[src/rtl/except_unit.sv]
// MEM/WB exception commit unit: prioritises exception flags and interrupts, then issues a one-cycle CP0 request plus a timed flush/redirect.
// Optional EXC_INT_SYNC_EN: int_i goes through a two-flop synchronizer instead of a combinational pass-through.
module except_unit #(
   parameter logic [31:0] EXC_VECTOR   = 32'h0000_0020,
   parameter int          FLUSH_CYCLES = 2
) (
   input  logic        clk,
   input  logic        rst,
   input  logic [5:0]  int_i,
   input  logic        mem_valid_i,
   input  logic [31:0] mem_excepttype_i,
   input  logic [31:0] mem_pc_i,
   input  logic        mem_in_delayslot_i,
   input  logic [31:0] cp0_status_i,
   input  logic [31:0] cp0_cause_i,
   input  logic [31:0] cp0_epc_i,
   input  logic        wb_cp0_we_i,
   input  logic [4:0]  wb_cp0_waddr_i,
   input  logic [31:0] wb_cp0_data_i,
   output logic [5:0]  int_sync_o,
   output logic [31:0] excepttype_o,
   output logic [31:0] current_inst_addr_o,
   output logic        is_in_delayslot_o,
   output logic        flush_o,
   output logic [31:0] new_pc_o,
   output logic        busy_o
);

   typedef enum logic {IDLE, FLUSH} state_t;

   localparam logic [3:0] CNT_INIT = 4'(FLUSH_CYCLES - 1);

`ifdef EXC_INT_SYNC_EN
   logic [5:0] sync1_q, sync2_q;
   always_ff @(posedge clk or posedge rst) begin
      if (rst) begin
         sync1_q <= 6'd0;
         sync2_q <= 6'd0;
      end else begin
         sync1_q <= int_i;
         sync2_q <= sync1_q;
      end
   end
   assign int_sync_o = sync2_q;
`else
   assign int_sync_o = int_i;
`endif

   logic [31:0] status_eff, epc_eff;
   logic [7:0]  cause_ip;
   logic        int_pend;
   logic [31:0] exc_code;

   // Same-cycle WB writes to CP0 must be visible to this instruction's decision.
   always_comb begin
      status_eff = cp0_status_i;
      cause_ip   = {int_sync_o, cp0_cause_i[9:8]};
      epc_eff    = cp0_epc_i;
      if (wb_cp0_we_i) begin
         case (wb_cp0_waddr_i)
            5'd12:   status_eff = wb_cp0_data_i;
            5'd13:   cause_ip[1:0] = wb_cp0_data_i[9:8];
            5'd14:   epc_eff = wb_cp0_data_i;
            default: ;
         endcase
      end
   end

   assign int_pend = (|(cause_ip & status_eff[15:8])) & status_eff[0] & ~status_eff[1];

   always_comb begin
      exc_code = 32'h0;
      if (int_pend)                  exc_code = 32'h1;
      else if (mem_excepttype_i[8])  exc_code = 32'h8;
      else if (mem_excepttype_i[9])  exc_code = 32'ha;
      else if (mem_excepttype_i[10]) exc_code = 32'hd;
      else if (mem_excepttype_i[11]) exc_code = 32'hc;
      else if (mem_excepttype_i[12]) exc_code = 32'he;
   end

   logic        unused_ok;
   assign unused_ok = ^{cp0_cause_i[31:16], cp0_cause_i[7:0], status_eff[31:16],
                        status_eff[7:2], mem_excepttype_i[31:13], mem_excepttype_i[7:0]};

   state_t      state_q, state_d;
   logic [3:0]  cnt_q, cnt_d;
   logic [31:0] excepttype_q, excepttype_d;
   logic [31:0] addr_q, addr_d;
   logic        ds_q, ds_d;
   logic        flush_q, flush_d;
   logic [31:0] new_pc_q, new_pc_d;

   always_comb begin
      state_d      = state_q;
      cnt_d        = cnt_q;
      excepttype_d = excepttype_q;
      addr_d       = addr_q;
      ds_d         = ds_q;
      flush_d      = flush_q;
      new_pc_d     = new_pc_q;
      case (state_q)
         IDLE: begin
            if (mem_valid_i && exc_code != 32'h0) begin
               state_d      = FLUSH;
               cnt_d        = CNT_INIT;
               excepttype_d = exc_code;
               addr_d       = mem_pc_i;
               ds_d         = mem_in_delayslot_i;
               flush_d      = 1'b1;
               new_pc_d     = (exc_code == 32'he) ? epc_eff : EXC_VECTOR;
            end else begin
               cnt_d        = 4'd0;
               excepttype_d = 32'h0;
               addr_d       = 32'h0;
               ds_d         = 1'b0;
               flush_d      = 1'b0;
               new_pc_d     = 32'h0;
            end
         end
         FLUSH: begin
            // CP0 must see the code for exactly one edge.
            excepttype_d = 32'h0;
            if (cnt_q == 4'd0) begin
               state_d  = IDLE;
               addr_d   = 32'h0;
               ds_d     = 1'b0;
               flush_d  = 1'b0;
               new_pc_d = 32'h0;
            end else begin
               cnt_d = cnt_q - 4'd1;
            end
         end
         default: state_d = IDLE;
      endcase
   end

   always_ff @(posedge clk or posedge rst) begin
      if (rst) begin
         state_q      <= IDLE;
         cnt_q        <= 4'd0;
         excepttype_q <= 32'h0;
         addr_q       <= 32'h0;
         ds_q         <= 1'b0;
         flush_q      <= 1'b0;
         new_pc_q     <= 32'h0;
      end else begin
         state_q      <= state_d;
         cnt_q        <= cnt_d;
         excepttype_q <= excepttype_d;
         addr_q       <= addr_d;
         ds_q         <= ds_d;
         flush_q      <= flush_d;
         new_pc_q     <= new_pc_d;
      end
   end

   assign excepttype_o        = excepttype_q;
   assign current_inst_addr_o = addr_q;
   assign is_in_delayslot_o   = ds_q;
   assign flush_o             = flush_q;
   assign new_pc_o            = new_pc_q;
   assign busy_o              = (state_q == FLUSH);

endmodule

[config.mk]
export PLATFORM = sky130hd
export DESIGN_NAME = except_unit
export DESIGN_NICKNAME = d
export VERILOG_FILES = /design/src/rtl/except_unit.sv
export SDC_FILE = /design/constraint.sdc
export NUM_CORES = 1
export LEC_CHECK = 0
export ABC_AREA = 0
export BUFFER_PORTS_ARGS = -buffer_cell sky130_fd_sc_hd__buf_4
export CORE_MARGIN = 5
export CORE_UTILIZATION = 30
export CTS_BUF_LIST = sky130_fd_sc_hd__clkbuf_16
export CTS_CLUSTER_DIAMETER = 200
export DETAILED_ROUTE_END_ITERATION = 10
export PLACE_DENSITY = 0.74
export RECOVER_POWER = 50
export SYNTH_ARGS = -nofsm -noshare
export SYNTH_HDL_FRONTEND = slang
export SYNTH_SLANG_ARGS = --single-unit
[constraint.sdc]
create_clock -name clk -period 2.3 [get_ports clk]
set_input_delay 0.345 -clock clk [delete_from_list [all_inputs] [get_ports clk]]
set_output_delay 0.345 -clock clk [all_outputs]
set_load 0.05 [all_outputs]
==> results.py <==
metrics = {
    "placed_design": {
        "gpl.final_weighted_congestion": 0.836,
        "dp_hpwl_um": 9260,
        "placed_cell_area_mm2": 0.00561,
        "port_buffers": 205,
        "post-place-cells": 766,
    },
    "logic_synthesis": {
        "synthesis.area_mm2": 0.00393,
        "yosysWarnings": 0,
        "yosys.area_share.simple": 0.115,
        "synth_xor_area_frac": 0.00668,
        "synth_edf_count": 0,
        "syn_inst": 407,
        "yosys.area.top_type": "dfrtp_1",
        "synth_cell_types": 38,
        "yosys-top-cells-count": "nand2_1, dfrtp_1, a22oi_1, a31oi_1, mux2i_1",
        "synthAdderAreaFrac": 0.00318,
        "yosys_register_bits": 75,
        "syn_avg_cell_area_um2": 9.67,
        "synth.top_cell.area_share": 0.477,
        "synth_mux_area_frac": 0.0945,
        "synth_top_family_by_area": "compound AO/OA/AOI/OAI gates",
        "synth.area.top_cells": "dfrtp_1, mux2i_1, nand2_1, a22oi_1, buf_4",
        "synth-seq-area-share": 0.477,
        "ys_async_sr_fraction": 1.00,
        "synth_compound_area_frac": 0.195,
        "synth_most_common_cell": "nand2_1",
        "synthFlopType": "dfrtp_1",
    },
    "power_and_ir_drop": {
        "p_leak_nw": 2.67,
        "power_density_mw_per_mm2": 1080,
        "power_mw": 6.25,
        "ir_drop_v": 0.000561,
    },
    "detailed_routing": {
        "antenna_left": 0,
        "drc": 0,
        "post_drt_wl_per_cell_um": 15.4,
        "dr.pass1.iters": 4,
        "vias": 3775,
        "first_iter_violations": 170,
        "routed_via_density": 4.82,
        "wl_um": 12000,
    },
    "critical_path": {
        "rr_startpoint": "cnt_q[0]",
        "crit_buf_inv": 2,
        "critPathArrivalTime_ns": 2.28,
        "crit_required_ns": 2.49,
        "critPathTopFamily": "simple AND/OR/NAND/NOR gates",
        "cpMaxStageDelayCell": "or3b_2",
        "reg2regPathDepth": 7,
        "cp-start-kind": "flop",
        "crit_type": "flop to flop",
        "end_kind": "flop",
        "rr_endpoint": "current_inst_addr_o[7]",
        "r2r_slack_ns": 0.22,
        "crit_chain": "inv_1 > ha_1 > or3b_2 > and2_4 > buf_12 > a22oi_1 > a31oi_1",
        "crit_start": "cnt_q[0]",
        "crit_fanout": 34,
        "cp_slowest_stage_delay_ns": 0.52,
    },
    "final_layout": {
        "areaGrowthSynthToFinish_pct": 47.8,
        "fin_nets": 815,
        "fill_cells": 1258,
        "num_antenna_cells": 0,
        "fin_cells": 783,
        "multi_input_area_mm2": 0.00176,
        "postLayoutCellArea_mm2": 0.00581,
        "seqCellArea_mm2": 0.00188,
        "layout-drive-gt1-share": 0.347,
    },
    "clock_tree": {
        "cts_buffers": 9,
        "cts_tree": "built",
        "htree_levels": 3,
        "cts.sinks": 75,
        "clk_pin_slew_worst_paths_ns": 0.06,
        "cts_resized": 0,
        "cts_root_buffer": "clkbuf_16",
        "cts_setup_buffers": 0,
        "max-clock-path-buffers": 2,
        "clk_latency_ns": 0.32,
    },
    "die": {
        "die_y_um": 125,
        "initial_core_util": 0.309,
        "io_pins": 313,
        "rows": 41,
        "die_x_um": 125,
        "dieArea_mm2": 0.0155,
        "core_area_mm2": 0.0127,
    },
    "timing": {
        "fin_crit_ns": 2.08,
        "finalSetupViolCount": 0,
        "tightest_slew_ns": 0.925,
        "tns_ns": 0,
        "finClkSkew_ns": 0.00438,
        "post-route-period-util": 0.906,
        "max_freq_mhz": 480,
        "slew_viol_final": 0,
        "slew_headroom": 0.380,
        "rsz0062_at_grt": "no",
        "hold_viol": 0,
        "hold_slack_ns": 0.190,
    },
    "worst_hold_path": {
        "hp-start": "mem_excepttype_i[8]",
        "min_path_type": "input port to flop",
        "whs_path_depth": 2,
        "whs_endpoint": "excepttype_o[1]",
    },
    "outcome": {
        "status": "completed",
    },
    "grt": {
        "grt_pass1_wl_um": 19800,
        "antenna_found_initial": 0,
        "track_usage": 0.153,
        "grt_pass1_vias": 3975,
        "grt-ovfl-total": 0,
        "grt_start_max_net_pins": 39,
    },
    "run": {
        "max-cap-violations": 0,
    },
}
## worst reg2reg max path, stage by stage, from the launching register on
cell and delay (ns):
dfrtp_1 0.37, inv_1 0.09, ha_1 0.19, or3b_2 0.52, and2_4 0.28, buf_12 0.20
a22oi_1 0.25, a31oi_1 0.06
## what timing repair did
action,CTS,global route
endpoints found under the hold margin,20,0
hold buffers,1,0
setup endpoints to repair,0,0
## placed cells by master, fill, tap and decap left out, types with 3 or more instances in the layout
master / instances
dfrtp_1: 75
xnor2_1: 3
buf_12: 4
clkbuf_16: 9
buf_4: 179
nand2_1: 76
a22oi_1: 37
clkbuf_1: 38
mux2i_1: 36
o21ai_1: 30
a21oi_1: 5
nor2_1: 7
conb_1: 28
a31oi_1: 37
bufinv_16: 3
nor3_1: 4
inv_1: 3
## metal layers
layer	GRT usage	up-vias	share of wire
met5	0	-	0
met1	0.188	1805	0.41
met4	0.0580	0	0.020
met2	0.260	156	0.50
met3	0.0339	19	0.071
li1	-	1795	-
## where the power goes
part	internal (mW)	switching (mW)
Sequential	1.59	0.230
Combinational	0.903	1.90
Clock	1.07	0.561
## kinds of logic (layout without fill, tap and decap cells)
kind of cell / after synthesis / count (layout)
AOI/OAI and AO/OA: 119 / 119
and+or+nand+nor: 103 / 103
DFF: 75 / 75
buffers and inverters: 68 / 245
muxes: 37 / 37
xor gates and xnor gates: 3 / 3
adders and majority gates: 1 / 1
other: 1 / 28
## sequential cells by signal, indices dropped and copies added, names as in the netlist
register and count:
busy_o 1, cnt_q 4, current_inst_addr_o 32, excepttype_o 4
flush_o 1, is_in_delayslot_o 1, new_pc_o 32
## worst max path at each step
| stage | endpoint | cells after the start | slack [ns] |
|---|---|---|---|
| floorplan | busy_o | 1 | 0.05 |
| global placement | current_inst_addr_o[1] | 9 | 0.02 |
| detailed placement | current_inst_addr_o[23] | 9 | -0.05 |
| CTS | current_inst_addr_o[10] | 7 | 0.22 |
| global route | current_inst_addr_o[16] | 7 | 0.08 |
| finish | current_inst_addr_o[7] | 7 | 0.22 |
## stage by stage
stage / setup WS, ns / utilization
finish: 0.216 / 0.457
global route: 0.0787 / 0.457
CTS: 0.223 / 0.469
detailed placement: -0.0476 / 0.441
global placement: 0.0177 / 0.441
floorplan: 0.0450 / -
## layout make-up
type	instances	share of cell area
Sequential cell	75	0.323
Multi-Input combinational cell	291	0.303
Timing Repair Buffer	225	0.275
Clock buffer	9	0.0387
Tap cell	172	0.0370
Clock inverter	7	0.0211
Inverter	4	0.00280
(Power assumes the default switching activity.)
